### src/rtl/stream_producer_pkg.sv
// Shared definitions for the val/data stream producer: default widths and FSM states.
package stream_producer_pkg;

  localparam int unsigned WIDTH_DEF = 8;
  localparam int unsigned CNT_W_DEF = 8;
  localparam int unsigned GAP_W_DEF = 4;

  typedef enum logic [1:0] {
    ST_IDLE = 2'd0,
    ST_SEND = 2'd1,
    ST_GAP  = 2'd2,
    ST_DONE = 2'd3
  } state_e;

endpackage

### src/rtl/stream_producer_gap.sv
// Loadable down-counter that times the idle gap between words.
module gap_timer #(
  parameter int unsigned GAP_W = 4
) (
  input  logic             clk,
  input  logic             rst_b,
  input  logic             load_i,
  input  logic [GAP_W-1:0] load_val_i,
  input  logic             dec_i,
  output logic             expired_o
);

  logic [GAP_W-1:0] cnt_q, cnt_d;

  always_comb begin
    cnt_d = cnt_q;
    if (load_i) begin
      cnt_d = load_val_i;
    end else if (dec_i && (cnt_q != '0)) begin
      cnt_d = cnt_q - GAP_W'(1);
    end
  end

  always_ff @(posedge clk) begin
    if (!rst_b) begin
      cnt_q <= '0;
    end else begin
      cnt_q <= cnt_d;
    end
  end

  assign expired_o = (cnt_q == '0);

endmodule

### src/rtl/stream_producer.sv
// Transmit end of the val/data interface: emits an arithmetic word sequence
// with backpressure, optional inter-word gaps and a running modular sum.
module stream_producer
  import stream_producer_pkg::*;
#(
  parameter int unsigned WIDTH = WIDTH_DEF,
  parameter int unsigned CNT_W = CNT_W_DEF,
  parameter int unsigned GAP_W = GAP_W_DEF
) (
  input  logic             clk,
  input  logic             rst_b,
  input  logic             start,
  input  logic [CNT_W-1:0] len,
  input  logic [WIDTH-1:0] first,
  input  logic [WIDTH-1:0] step,
  input  logic [GAP_W-1:0] gap,
  input  logic             rdy,
  output logic             val,
  output logic [WIDTH-1:0] data,
  output logic             busy,
  output logic             done,
  output logic [WIDTH-1:0] sent_sum
);

  state_e           state_q, state_d;
  logic             val_q, val_d;
  logic [WIDTH-1:0] data_q, data_d;
  logic             busy_q, busy_d;
  logic             done_q, done_d;
  logic [WIDTH-1:0] sum_q, sum_d;
  logic [CNT_W-1:0] rem_q, rem_d;
  logic [WIDTH-1:0] step_q, step_d;
  logic [GAP_W-1:0] gap_q, gap_d;

  logic             tmr_load;
  logic             tmr_expired;

  // Timer is loaded with gap-1 so that expiry lands on the last idle cycle.
  gap_timer #(.GAP_W(GAP_W)) u_gap_timer (
    .clk        (clk),
    .rst_b      (rst_b),
    .load_i     (tmr_load),
    .load_val_i (gap_q - GAP_W'(1)),
    .dec_i      (state_q == ST_GAP),
    .expired_o  (tmr_expired)
  );

  always_comb begin
    state_d  = state_q;
    val_d    = val_q;
    data_d   = data_q;
    busy_d   = busy_q;
    done_d   = 1'b0;
    sum_d    = sum_q;
    rem_d    = rem_q;
    step_d   = step_q;
    gap_d    = gap_q;
    tmr_load = 1'b0;

    unique case (state_q)
      ST_IDLE: begin
        if (start) begin
          step_d = step;
          gap_d  = gap;
          sum_d  = '0;
          rem_d  = len;
          if (len != '0) begin
            state_d = ST_SEND;
            val_d   = 1'b1;
            data_d  = first;
            busy_d  = 1'b1;
          end else begin
            state_d = ST_DONE;
            done_d  = 1'b1;
          end
        end
      end

      ST_SEND: begin
        if (rdy) begin
          sum_d = sum_q + data_q;
          rem_d = rem_q - CNT_W'(1);
          if (rem_q == CNT_W'(1)) begin
            state_d = ST_DONE;
            val_d   = 1'b0;
            busy_d  = 1'b0;
            done_d  = 1'b1;
          end else if (gap_q == '0) begin
            data_d = data_q + step_q;
          end else begin
            state_d  = ST_GAP;
            val_d    = 1'b0;
            tmr_load = 1'b1;
          end
        end
      end

      ST_GAP: begin
        if (tmr_expired) begin
          state_d = ST_SEND;
          val_d   = 1'b1;
          data_d  = data_q + step_q;
        end
      end

      ST_DONE: begin
        state_d = ST_IDLE;
      end

      default: begin
        state_d = ST_IDLE;
      end
    endcase
  end

  always_ff @(posedge clk) begin
    if (!rst_b) begin
      state_q <= ST_IDLE;
      val_q   <= 1'b0;
      data_q  <= '0;
      busy_q  <= 1'b0;
      done_q  <= 1'b0;
      sum_q   <= '0;
      rem_q   <= '0;
      step_q  <= '0;
      gap_q   <= '0;
    end else begin
      state_q <= state_d;
      val_q   <= val_d;
      data_q  <= data_d;
      busy_q  <= busy_d;
      done_q  <= done_d;
      sum_q   <= sum_d;
      rem_q   <= rem_d;
      step_q  <= step_d;
      gap_q   <= gap_d;
    end
  end

  assign val      = val_q;
  assign data     = data_q;
  assign busy     = busy_q;
  assign done     = done_q;
  assign sent_sum = sum_q;

endmodule

### config.mk
export PLATFORM = sky130hd
export DESIGN_NAME = stream_producer
export DESIGN_NICKNAME = d
export VERILOG_FILES = /design/src/rtl/stream_producer_pkg.sv /design/src/rtl/stream_producer_gap.sv /design/src/rtl/stream_producer.sv
export SDC_FILE = /design/constraint.sdc
export NUM_CORES = 1
export LEC_CHECK = 0
export CAP_MARGIN = 15
export CORE_ASPECT_RATIO = 0.9
export CORE_MARGIN = 4
export CORE_UTILIZATION = 35
export DETAILED_ROUTE_END_ITERATION = 10
export PLACE_DENSITY = 0.62
export SYNTH_ARGS = -nofsm -noshare
export SYNTH_HDL_FRONTEND = slang
export SYNTH_SLANG_ARGS = --single-unit
### constraint.sdc
create_clock -name clk -period 2.2 [get_ports clk]
set_input_delay 0.66 -clock clk [delete_from_list [all_inputs] [get_ports clk]]
set_output_delay 0.66 -clock clk [all_outputs]
set_load 0.01 [all_outputs]
# After elaboration in Yosys (flattened, before gate mapping)
# Index checks and enable logic that the tools add are counted.
# op_classes
n_addsub	5
multipliers	0
n_div	0
magnitude_cmp	0
eq_ne	12
n_shift	0
muxes	41
n_bitwise	0
n_reduce_logical	15
# ops
op	n
2-to-1 mux 8 bit	10
one-hot mux 8 bit (2 select lines)	2
one-hot mux 8 bit (3 select lines)	1
adder 8 bit	2
2-to-1 mux 1 bit	16
!= test 2 bit, second input constant	7
2-to-1 mux 2 bit	6
== test 8 x 1 -> 1 bit, second input constant	1
logical NOT 4 bit	2
2-to-1 mux 4 bit	2
one-hot mux 2 bit (4 select lines)	1
nonzero test 8 bit	1
subtractor 4 x 1 -> 4 bit, second input constant	2
subtractor 8 x 1 -> 8 bit, second input constant	1
AND reduction 7 bit	1
AND reduction 6 bit	1
AND reduction 5 bit	1
== test 2 bit, second input constant	2
one-hot mux 1 bit (2 select lines)	2
AND reduction 4 bit	1
nonzero test 2 bit	2
nonzero test 4 bit	1
!= test 3 bit, second input constant	1
one-hot mux 1 bit (3 select lines)	1
other kinds (6)	6
# totals
register_bits	45
latch_bits	0
mem_bits_rw	0
rom_bits	0
word_cells	83
n_memories	0

# Logic depth before layout (Yosys ltp)
# Gate-level depths: netlist of the first run.
# logic_depth
depth_word	6
depth_mapped	11
mapped_depth_nobuf	10

# Hierarchy
# From an unflattened synthesis of the first run, not the netlist that was laid out.
# unflattened
hier_cells	352
area_unflattened_um2	2881.5
# by_module_without_submodules
module	n_inst	cells_per_inst	area_each_um2
stream_producer	1	321	2625.0
gap_timer	1	31	256.5

# Worst setup path before layout of the first run
# Ideal clock, no wire load.
# synth_path
kind	register to register
start	register state_q[1]
end	register u_gap_timer.cnt_q[2]
setup_ps	87
t_arrival_ps	2205
required_time_ps	2113
path_slack_ps	-91
stages_incl_launch_ff	12
n_path_buf	1
path_cell_list	dfxtp_1 -> inv_1 -> ha_1 -> clkbuf_1 -> nand2_1 -> a211oi_2 -> mux2i_1 -> ha_1 -> nand2_1 -> xnor2_1 -> nor2_1 -> a211oi_1
# synth_between
elab_chain_cells	3
elab_cells_between_ends	6
cone_classes	eq/ne: 2; mux: 2; reduce/logical: 2
# synth_lines
item	line	text
from (decl)	stream_producer.sv:25	state_e state_q, state_d;
from (signal assigned)	stream_producer.sv:128	state_q <= state_d;
== test 2 x 1 -> 1 bit or == test 2 bit (tied branches)	stream_producer.sv:60, stream_producer.sv:44	
2-to-1 mux 1 bit or logical AND 1 bit (tied branches)	stream_producer.sv:60, stream_producer_gap.sv:19	
2-to-1 mux 4 bit or nonzero test 2 bit (tied branches)	n/a	
to (signal assigned)	stream_producer_gap.sv:28	cnt_q <= cnt_d;
to (decl)	stream_producer_gap.sv:13	logic [GAP_W-1:0] cnt_q, cnt_d;
# Parallel ways exist; a longest one is shown, timed or not.
# A chain may end at the register's enable or synchronous reset.

# Worst setup path after layout of the first run
# layout_path
start	input len[6]
end	register data_q[4], in the netlist data[4]
# layout_between
elab_chain_cells	3
# layout_lines
item	line	text
from (decl)	stream_producer.sv:13	input logic [CNT_W-1:0] len,
nonzero test 8 bit	stream_producer.sv:67	if (len != '0) begin
!= test 2 bit (no line)	n/a	
AND reduction 7 bit (no line)	n/a	
to (signal assigned)	stream_producer.sv:130	data_q <= data_d;
to (decl)	stream_producer.sv:27	logic [WIDTH-1:0] data_q, data_d;
# No other way between the ends.

==> Flow_metrics.wiki, run 1 <==
{| class="wikitable"
! Metric !! Value
|-
| Outcome || completed
|-
| Cells after synthesis || 341
|-
| Final WL || 7.523 mm
|-
| Peak ir drop on the vdd network || 0.0004412 V
|-
| Number of max-cap violations || 0
|-
| Data required time at the worst endpoint || 2.43 ns
|-
| Initial antenna violation count || 0
|-
| Depth of the worst register-to-register path || 11
|-
| Grt total ovfl || 0
|-
| Number of placed instances with taps included || 513
|-
| Cell area after technology mapping || 0.002830 mm2
|-
| Nets in the synthesized netlist || 397
|-
| Final worst path period share || 97.20%
|-
| Clock tree buffer depth || 2
|-
| Count of state elements after synthesis || 45
|-
| Number of sinks handled by clock tree synthesis || 45
|-
| Hold WC Path Type || register to register
|-
| Count of synthesis-stage warnings from yosys || 0
|-
| Via count || 2737
|-
| Starting Density || 36.78%
|-
| Inserted Clock Buffers || 5
|-
| DR DRC count || 0
|-
| Max-slew violation total from the final report || 0
|-
| Launching element type of the critical path || input port
|-
| Area enclosed by the die boundary || 0.009591 mm2
|-
| Detailed-routing iteration count for the pre-antenna-repair pass || 4
|-
| Rows || 30
|-
| Clock tree from TritonCTS || built
|-
| Largest net degree at the start of global routing || 20
|-
| Avg Cell Area, Syn || 8.300 um2
|-
| Average vias per placed instance || 5.213
|-
| Data arrival time at the worst-slack endpoint || 2.36 ns
|-
| Number of buffer cells added on primary ports || 50
|-
| Worst setup path class || input port to register
|-
| Ratio of cells with drive above 1 in the final layout || 18.41%
|-
| CTS clock-pin slew for the worst setup and hold paths || 0.09 ns
|-
| Final worst path period need || 2.138 ns
|-
| Net count reported at finish || 484
|-
| Per-cell routed wire length || 14.33 um
|-
| Final weighted congestion in routability-driven placement || 0.8504
|-
| Half-perimeter wire length after detailed placement || 5.646 mm
|-
| Achievable frequency || 467.6 MHz
|-
| Die height || 93.31 um
|-
| Total count of hold-check failures in the final report || 0
|-
| Number of top-level pins || 51
|-
| Setup violators final || 0
|-
| Biggest area contributors in the synthesized netlist || sky130_fd_sc_hd__dfxtp_1 (32%), sky130_fd_sc_hd__ha_1 (9.7%), sky130_fd_sc_hd__a21oi_1 (5.5%), sky130_fd_sc_hd__nand2_1 (5.4%), sky130_fd_sc_hd__nor2_1 (5.0%)
|-
| FFs w/ async S/R, synth || 0%
|-
| Worst Hold Path Cells || 2
|-
| Highest fanout seen on the critical path || 8
|-
| First-iteration detailed-routing DRC count || 141
|-
| Via count of the first global-routing pass || 2555
|-
| Width of the die || 102.8 um
|-
| Most used flip-flop cell after synthesis || sky130_fd_sc_hd__dfxtp_1
|-
| Insertion delay to the later sink of the worst-skew pair || 0.30 ns
|-
| Sequential share of the synthesized area || 31.83%
|-
| Leakage power figure || 1.637 nW
|-
| Unrepaired setup endpoints after global routing || true
|-
| Root buffer cell || sky130_fd_sc_hd__clkbuf_8
|-
| Worst-case clock skew || 0.009883 ns
|-
| Area growth from synthesis to final layout || 38.06%
|-
| Overall global routing resource usage || 16.13%
|-
| Share of the synthesized area in the top cell type || 31.83%
|-
| Post-synth cell types || 62
|-
| Power density cells || 1215 mW/mm2
|-
| Final standard cell count with taps included and fillers excluded || 525
|-
| Number of levels the H-tree was split into || 2
|-
| Post-synth top area cell || sky130_fd_sc_hd__dfxtp_1
|-
| Inserted Diodes || 0
|-
| Antenna violation net count after detailed routing || 0
|-
| Max-Slew Margin vs Limit || 71.62%
|-
| Core Box Area || 0.007695 mm2
|-
| Post-route core utilization || 50.78%
|-
| Endpoint class of the critical path || register
|-
| Number of enable-type register cells in the synthesized netlist || 0
|-
| Slew at the pin with the worst max-slew slack || 0.4234 ns
|-
| Wire length of the first global-routing pass || 12.43 mm
|}
==> cell usage after synthesis, drive strengths merged (7+ instances only) <==
cell and instances:
dfxtp 45, nand2 41, nor2 38, a21oi 31, ha 22, inv 15
o21ai 13, a211oi 12, clkbuf 10, nand3 10, mux2i 7
==> flip-flops by register name, summed over array words and instances, names as in the netlist <==
signal	count
u_gap_timer.cnt_q	4
rem_q	8
gap_q	4
state_q	2
step_q	8
data	8
sent_sum	8
busy	1
done	1
val	1
==> repair_timing <==
action / in CTS / in global routing
pin swaps: 4 / 6
hold buffers: 0 / 0
cloned: 1 / 0
setup endpoints to repair: 9 / 6
setup buffers: 1 / 3
hold endpoints to repair: 0 / 0
resized for setup: 6 / 16
==> cells in the final DEF (no fill, tap or decap), types with 5 or more instances in the layout <==
cell | synthesis | routed
sky130_fd_sc_hd__xnor2_1 | 6 | 6
sky130_fd_sc_hd__a211oi_1 | 7 | 7
sky130_fd_sc_hd__nor2_1 | 38 | 38
sky130_fd_sc_hd__a31oi_1 | 6 | 6
sky130_fd_sc_hd__or3_1 | 5 | 5
sky130_fd_sc_hd__nand3_1 | 10 | 10
sky130_fd_sc_hd__clkdlybuf4s50_1 | 0 | 41
sky130_fd_sc_hd__a22oi_1 | 6 | 6
sky130_fd_sc_hd__nand2_1 | 41 | 39
sky130_fd_sc_hd__mux2i_1 | 7 | 7
sky130_fd_sc_hd__inv_1 | 15 | 14
sky130_fd_sc_hd__o21ai_0 | 11 | 11
sky130_fd_sc_hd__dfxtp_1 | 45 | 43
sky130_fd_sc_hd__a21oi_1 | 31 | 31
sky130_fd_sc_hd__ha_1 | 22 | 19
sky130_fd_sc_hd__clkbuf_8 | 0 | 5
sky130_fd_sc_hd__dlygate4sd2_1 | 0 | 5
sky130_fd_sc_hd__buf_4 | 0 | 41
==> power breakdown <==
group	total, mW	leakage, nW	internal (mW)	switching (mW)
combinational	2.82	1.21	1.37	1.45
clock	0.638	0.0543	0.340	0.298
sequential	1.29	0.370	1.04	0.248
==> routing by layer <==
| layer | wire (um) | global-route usage [%] | vias up |
|---|---|---|---|
| met3 | 352 | 2.535 | 5 |
| met5 | 0 | 0 | - |
| li1 | - | - | 1420 |
| met4 | 53 | 3.236 | 0 |
| met2 | 3557 | 26.02 | 51 |
| met1 | 3559 | 22.72 | 1261 |
==> layout make-up <==
cell class	count	area, um2
timing repair buffer	92	832.0
clock buffer	5	68.82
tap	96	120.1
fill	744	3787
multi-input combinational	268	1877
sequential	45	903.4
inverter	16	60.06
clock inverter	3	46.29
==> stage by stage <==
| step | TNS, ns | setup slack, ns | hold WS (ns) | total power, mW | instance area, um2 |
|---|---|---|---|---|---|
| after global routing | -0.003417 | -0.003417 | 0.5025 | 5.149 | 3908 |
| final | 0 | 0.06152 | 0.4740 | 4.749 | 3908 |
| after floorplan | 0 | 0.04986 | 0.4400 | 3.024 | 2838 |
| after CTS | 0 | 0.003316 | 0.4744 | 4.642 | 3831 |
| after global placement | -5.153 | -0.3740 | 0.4621 | 3.899 | 3701 |
| after detailed placement | -5.159 | -0.3997 | 0.4612 | 3.945 | 3701 |
==> path summary, 6_finish.rpt <==
path,slack [ns],start,to
worst max-delay path,0.06,len[6],data[4]
worst max register to register,0.13,rem_q[1],u_gap_timer.cnt_q[2]
worst min register to register,0.47,step_q[7],step_q[7]
worst min-delay path,0.47,step_q[7],step_q[7]
==> logic make-up (layout without fill, tap and decap cells) <==
kind of cell,Yosys count,in the layout,synth area share (%)
multiplexers,8,8,2.874
flip-flops,45,45,31.83
XOR/XNOR,9,9,2.785
AND/OR/NAND/NOR,126,126,22.10
AO/OA/AOI/OAI,100,101,24.93
buffers and inverters,29,116,4.332
adder cells (fa/ha/maj),24,24,11.14
==> worst max-delay path, stage by stage <==
cell                            delay [ns]
sky130_fd_sc_hd__dlygate4sd2_1        0.25
sky130_fd_sc_hd__or4_4                0.53
sky130_fd_sc_hd__or3_4                0.42
sky130_fd_sc_hd__o211a_4              0.20
sky130_fd_sc_hd__buf_4                0.14
sky130_fd_sc_hd__a211oi_2             0.16
Note: power is estimated with default switching activity, not from simulation.
==> run 2, diff against run 1 <==
ABC_CLOCK_PERIOD_IN_PS = 2200   (was not set)
PLACE_DENSITY = not set   (was 0.62)
PLACE_DENSITY_LB_ADDON = 0.12   (was not set)
==> run 2 against run 1 <==
Effect of this change:
- highest routed layer unchanged
- core utilization decreased by 1.2 points
- global-route usage decreased by 0.30 points
- worst setup slack gained 0.00097 ns
- sequential power barely moved
- cell count is 1.9% lower
- non-clock buffer count decreased by 10
- largest power group unchanged
- cell area shrank 2.3%
- clock power rose by 4.2%
- total power down 2.3%
- critical path depth unchanged
- die area did not move
==> Flow_metrics.wiki, run 2 (synthesis results as in run 1) <==
{| class="wikitable"
! Metric !! Value
|-
| Outcome || completed
|-
| Finished Cell Area || 0.003817 mm2
|-
| Overall global routing resource usage || 15.83%
|-
| Insertion delay to the later sink of the worst-skew pair || 0.30 ns
|-
| Fillers || 759
|-
| List of cells traversed by the critical path || dlygate4sd2_1 -> or4_4 -> or3_4 -> or2b_1 -> nor2_1 -> o221a_2
|-
| Initial antenna violation count || 0
|-
| Rows || 30
|-
| Number of max-cap violations || 0
|-
| Depth of the worst register-to-register path || 8
|-
| Leakage power figure || 1.592 nW
|-
| Commonest non-fill, non-tap cell in the layout || sky130_fd_sc_hd__dfxtp_1
|-
| Final worst path period share || 97.16%
|-
| Area growth from synthesis to final layout || 34.88%
|-
| Peak ir drop on the vdd network || 0.0005382 V
|-
| Grt total ovfl || 0
|-
| Data arrival time at the worst-slack endpoint || 2.34 ns
|-
| Per-cell routed wire length || 14.72 um
|-
| Area enclosed by the die boundary || 0.009591 mm2
|-
| Cell with the largest stage delay on the worst path || sky130_fd_sc_hd__or4_4
|-
| First-iteration detailed-routing DRC count || 111
|-
| Clock tree buffer depth || 2
|-
| Average vias per placed instance || 5.212
|-
| Uppermost layer routed || met4
|-
| Commonest cells after routing, fill and taps aside || sky130_fd_sc_hd__dfxtp_1 (43), sky130_fd_sc_hd__clkdlybuf4s50_1 (41), sky130_fd_sc_hd__nand2_1 (40), sky130_fd_sc_hd__nor2_1 (38)
|-
| Final worst path period need || 2.138 ns
|-
| Max-slew violation total from the final report || 0
|-
| Root buffer cell || sky130_fd_sc_hd__clkbuf_8
|-
| Number of buffer cells added on primary ports || 50
|-
| Hold_buf cts || 0
|-
| Net count reported at finish || 474
|-
| Data required time at the worst endpoint || 2.40 ns
|-
| Number of logic stages on the critical path including buffering || 6
|-
| Total count of hold-check failures in the final report || 0
|-
| Width of the die || 102.8 um
|-
| Final weighted congestion in routability-driven placement || 0.8395
|-
| Dpl cell area || 0.003649 mm2
|-
| Antenna violation net count after detailed routing || 0
|-
| Worst setup path class || input port to register
|-
| Via count of the first global-routing pass || 2515
|-
| Clock tree from TritonCTS || built
|-
| Worst-case clock skew || 0.007449 ns
|-
| Wire length on met3 || 307 um
|-
| Endpoint class of the critical path || register
|-
| Detailed-routed wire length on met2 || 3.334 mm
|-
| Detailed-routing iteration count for the pre-antenna-repair pass || 4
|-
| Half-perimeter wire length after detailed placement || 5.637 mm
|-
| Overall Power || 4.638 mW
|-
| Ratio of cells with drive above 1 in the final layout || 16.71%
|-
| Slowest stage delay, CP || 0.54 ns
|-
| Achievable frequency || 467.8 MHz
|-
| Max-Slew Margin vs Limit || 68.64%
|-
| Largest net degree at the start of global routing || 17
|-
| Via count || 2684
|-
| Die height || 93.31 um
|-
| Final Hold Slack || 0.4736 ns
|-
| Number of sinks handled by clock tree synthesis || 45
|-
| Number of top-level pins || 51
|-
| Launching element type of the critical path || input port
|-
| Cell type group with the largest total delay on the critical path || simple AND/OR/NAND/NOR gates
|-
| Core Box Area || 0.007695 mm2
|-
| Highest fanout seen on the critical path || 5
|-
| Worst Hold Path Cells || 2
|-
| DR DRC count || 0
|-
| Post-route core utilization || 49.61%
|-
| Wire length of the first global-routing pass || 12.23 mm
|-
| Unrepaired setup endpoints after global routing || false
|-
| Hold WC Path Type || register to register
|-
| Inserted Diodes || 0
|-
| Number of levels the H-tree was split into || 2
|-
| Starting Density || 36.78%
|-
| CTS clock-pin slew for the worst setup and hold paths || 0.09 ns
|-
| Setup violators final || 0
|-
| Power density cells || 1215 mW/mm2
|-
| Inserted Clock Buffers || 5
|-
| Final WL || 7.580 mm
|-
| Slew at the pin with the worst max-slew slack || 0.4678 ns
|-
| Number of buffer and inverter instances along the worst setup path || 1
|-
| Wl on met1 || 3.866 mm
|}
==> run 2: changes by cell type in the layout (fill, tap and decap cells not counted), sizes merged <==
cell and delta:
clkinvlp -1, buf -10, clkbuf +2, clkinv -1
==> run 2: worst paths after layout <==
kind / startpoint / to / slack, ns
setup / recovery: len[6] / busy / 0.06
hold / removal: step_q[7] / step_q[7] / 0.47
setup reg to reg: step_q[0] / data[6] / 0.16
hold reg to reg: step_q[7] / step_q[7] / 0.47
==> run 2: layer usage <==
metal	track usage, %	vias to the layer above
li1	-	1394
met1	23.08	1248
met2	23.55	35
met3	3.430	7
met4	3.991	0
met5	0	-
==> run 2: timing repair <==
action / 4_1_cts / 5_1_grt
setup endpoints to repair: 10 / 12
buffers inserted: 0 / 1
resized for setup: 6 / 16
pin swaps: 4 / 8
endpoints found under the hold margin: 0 / 0
cloned: 0 / 1
==> run 2: tightest hold or removal path, cell delays in order, from the launching register on <==
cell and delay [ns]:
sky130_fd_sc_hd__dfxtp_1 0.33, sky130_fd_sc_hd__nand2_1 0.05, sky130_fd_sc_hd__a21oi_1 0.05
==> run 2: where the power goes <==
part | leakage (nW) | internal [mW] | switching [mW] | total, mW
sequential | 0.370 | 1.04 | 0.238 | 1.28
clock | 0.0585 | 0.371 | 0.294 | 0.665
combinational | 1.16 | 1.27 | 1.42 | 2.70
==> run 2: per-stage QoR <==
step | instances | setup TNS, ns | worst slack, ns
floorplan | 341 | 0 | 0.04986
global placement | 506 | -4.697 | -0.4021
detailed placement | 506 | -4.871 | -0.4294
CTS | 514 | 0 | 0.0003266
global route | 515 | 0 | 0.001309
finish | 515 | 0 | 0.06249
==> run 2: layout make-up <==
type | instances | area, um2 | area share, %
Sequential cell | 45 | 903.4 | 23.66
Timing Repair Buffer | 82 | 757.0 | 19.83
Inverter | 16 | 60.06 | 1.573
Tap cell | 96 | 120.1 | 3.147
Clock inverter | 1 | 30.03 | 0.7866
Clock buffer | 7 | 86.33 | 2.262
Multi-Input combinational cell | 268 | 1861 | 48.74
==> run 3, diff against run 2 <==
GPL_TIMING_DRIVEN = 0   (was not set)
==> run 3 against run 2 <==
Effect of this change:
- cell count fell by 1.9%
- first-iteration DRC count rose by 27%
- routed wire length rose by 1.3%
- core utilization fell by 0.98 points
- sequential share of layout area rose by 0.47 points
- via count rose by 0.67%
- sequential power barely moved
- largest cell class unchanged
- count of clock-buffer cells in the layout did not move
==> Flow_metrics.wiki, run 3 (synthesis results as in run 1) <==
{| class="wikitable"
! Metric !! Value
|-
| Global routing usage on met1 || 23.78%
|-
| Setup violators final || 0
|-
| Area growth from synthesis to final layout || 32.23%
|-
| Per-cell routed wire length || 15.20 um
|-
| Dpl cell area || 0.003458 mm2
|-
| Final WL || 7.677 mm
|-
| Inserted Clock Buffers || 5
|-
| Power density cells || 1247 mW/mm2
|-
| Data required time at the worst endpoint || 2.38 ns
|-
| Net Switching || 1.990 mW
|-
| List of cells traversed by the critical path || dlygate4sd2_1 -> or4_4 -> or3_4 -> o211a_4 -> buf_8 -> o21ai_2 -> a21oi_1
|-
| Pre-CTS setup slack || -0.6044 ns
|-
| Number of max-cap violations || 0
|-
| Net count reported at finish || 464
|-
| Endpoint class of the critical path || register
|-
| Setup slack of the most critical reg-to-reg path || 0.12 ns
|-
| Slowest stage delay, CP || 0.54 ns
|-
| Number of top-level pins || 51
|-
| Slew at the pin with the worst max-slew slack || 0.5685 ns
|-
| Number of placed instances with taps included || 487
|-
| Number of buffer and inverter instances along the worst setup path || 2
|-
| Final worst path period share || 97.78%
|-
| Core Box Area || 0.007695 mm2
|-
| CTS clock-pin slew for the worst setup and hold paths || 0.08 ns
|-
| Insertion delay to the later sink of the worst-skew pair || 0.29 ns
|-
| Met3 capacity usage during global routing || 2.983%
|-
| Number of levels the H-tree was split into || 2
|-
| Commonest non-fill, non-tap cell in the layout || sky130_fd_sc_hd__dfxtp_1
|-
| Fillers || 764
|-
| Max-slew violation total from the final report || 0
|-
| Data arrival time at the worst-slack endpoint || 2.33 ns
|-
| Termination of the worst setup path || data[6]
|-
| Launching element type of the critical path || input port
|-
| Number of buffer cells added on primary ports || 50
|-
| Inserted Diodes || 0
|-
| Largest net degree at the start of global routing || 14
|-
| Half-perimeter wire length after detailed placement || 5.700 mm
|-
| Leakage power figure || 1.497 nW
|-
| DR DRC count || 0
|-
| Highest fanout seen on the critical path || 6
|-
| Worst setup path class || input port to register
|-
| Via count || 2702
|-
| Peak ir drop on the vdd network || 0.0003709 V
|-
| Max-Slew Margin vs Limit || 62.10%
|-
| Switching Share || 42.64%
|-
| Highest-utilization routing layer at the global route stage || met2
|-
| Detailed-routing iteration count for the pre-antenna-repair pass || 4
|-
| Outcome || completed
|-
| Average vias per placed instance || 5.350
|-
| Cell type group with the largest total delay on the critical path || simple AND/OR/NAND/NOR gates
|-
| Depth of the worst register-to-register path || 8
|-
| Clock tree from TritonCTS || built
|-
| Rows || 30
|-
| Reg2reg start || state_q[0]
|-
| Hold_buf cts || 0
|-
| Finished Cell Area || 0.003742 mm2
|-
| Total count of hold-check failures in the final report || 0
|-
| Post-route core utilization || 48.63%
|-
| Wire length of the first global-routing pass || 12.27 mm
|-
| Final standard cell count with taps included and fillers excluded || 505
|-
| Commonest cells after routing, fill and taps aside || sky130_fd_sc_hd__dfxtp_1 (43), sky130_fd_sc_hd__clkdlybuf4s50_1 (41), sky130_fd_sc_hd__nand2_1 (40), sky130_fd_sc_hd__nor2_1 (36), sky130_fd_sc_hd__a21oi_1 (30)
|-
| Endpoint of the worst register-to-register path || data[1]
|-
| Clock tree buffer depth || 2
|-
| Ratio of cells with drive above 1 in the final layout || 14.43%
|-
| Sequential cell fraction of total power || 27.8%
|-
| Number of logic stages on the critical path including buffering || 7
|-
| Overall global routing resource usage || 16.15%
|-
| Antenna violation net count after detailed routing || 0
|-
| Internal power summed over all cells || 2.677 mW
|-
| Clk network pwr share || 14.2%
|-
| Hold WC Path Type || register to register
|-
| Width of the die || 102.8 um
|-
| Post-route setup TNS || 0 ns
|-
| Achievable frequency || 464.8 MHz
|-
| Root buffer cell || sky130_fd_sc_hd__clkbuf_8
|-
| Met2 Usage GRT || 24.46%
|-
| Crit. Startpoint || len[5]
|-
| Via count of the first global-routing pass || 2478
|-
| Die height || 93.31 um
|-
| Final weighted congestion in routability-driven placement || 0.8868
|-
| Area enclosed by the die boundary || 0.009591 mm2
|-
| Worst-case clock skew || 0.004530 ns
|-
| Initial antenna violation count || 0
|-
| Setup slack after layout || 0.04875 ns
|-
| Cell with the largest stage delay on the worst path || sky130_fd_sc_hd__or4_4
|-
| Final worst path period need || 2.151 ns
|-
| Grt total ovfl || 0
|-
| Starting Density || 36.78%
|-
| Relative contribution of combinational cells to total power || 58.0%
|-
| First-iteration detailed-routing DRC count || 141
|-
| Number of sinks handled by clock tree synthesis || 45
|}
[run 3: cell types whose count changed in the layout (fill, tap and decap cells not counted), moves of 2 or more]
cell                             change
sky130_fd_sc_hd__dlygate4sd2_1       +4
sky130_fd_sc_hd__nor2_2              +2
sky130_fd_sc_hd__clkbuf_1            +7
sky130_fd_sc_hd__dlymetal6s2s_1      -4
sky130_fd_sc_hd__buf_2               +2
sky130_fd_sc_hd__clkbuf_2            +2
sky130_fd_sc_hd__nor2_1              -2
sky130_fd_sc_hd__buf_4              -21
[run 3: area by class of cell]
class	instances	area (um2)	area share [%]
Multi-Input combinational cell	267	1889	50.48
Sequential cell	45	903.4	24.14
Timing Repair Buffer	61	591.8	15.81
Tap cell	96	120.1	3.210
Clock buffer	7	86.33	2.307
Buffer	12	61.31	1.638
Inverter	16	60.06	1.605
Clock inverter	1	30.03	0.8024
[run 3: metrics by stage]
stage               hold WS, ns  power (mW)
floorplan                0.4400       3.024
global placement         0.4572       3.683
detailed placement       0.4670       3.706
CTS                      0.4789       4.549
global route             0.5060       5.035
finish                   0.4754       4.667
[run 3: power by group through the flow]
stage	Combinational (mW)	Clock, mW	Sequential, mW
floorplan	1.76	0	1.26
global placement	2.40	0	1.29
detailed placement	2.41	0	1.29
CTS	2.58	0.682	1.29
global route	2.99	0.712	1.33
finish	2.71	0.662	1.30
[run 3: metal layers]
| layer | routed length (um) | up-vias |
|---|---|---|
| met1 | 3923 | 1278 |
| met4 | 44 | 0 |
| li1 | - | 1368 |
| met2 | 3323 | 52 |
| met3 | 384 | 4 |
| met5 | 0 | - |
[run 3: how the worst min path moves through the flow]
stage | startpoint | endpoint | slack [ns] | cells after the start
2_1_floorplan | step_q[0] | step_q[0] | 0.44 | 2
3_5_place_dp | step_q[6] | step_q[6] | 0.47 | 2
3_3_place_gp | step_q[7] | step_q[7] | 0.46 | 2
5_1_grt | step_q[7] | step_q[7] | 0.51 | 2
4_1_cts | step_q[6] | step_q[6] | 0.48 | 2
6_report | step_q[6] | step_q[6] | 0.48 | 2
[run 3: worst register-to-register path: stages (launching register included)]
cell and delay [ns]:
sky130_fd_sc_hd__dfxtp_1 0.41, sky130_fd_sc_hd__inv_1 0.15, sky130_fd_sc_hd__ha_1 0.26, sky130_fd_sc_hd__o41a_1 0.16, sky130_fd_sc_hd__nor4_4 0.35, sky130_fd_sc_hd__o211a_4 0.29, sky130_fd_sc_hd__buf_4 0.15, sky130_fd_sc_hd__nor2_2 0.04
sky130_fd_sc_hd__a211oi_2 0.19
[run 3: what timing repair did]
item / CTS / global route
endpoints found under the setup margin: 22 / 9
setup buffers: 4 / 6
pin swaps: 4 / 9
resized for setup: 19 / 13
cloned: 1 / 0
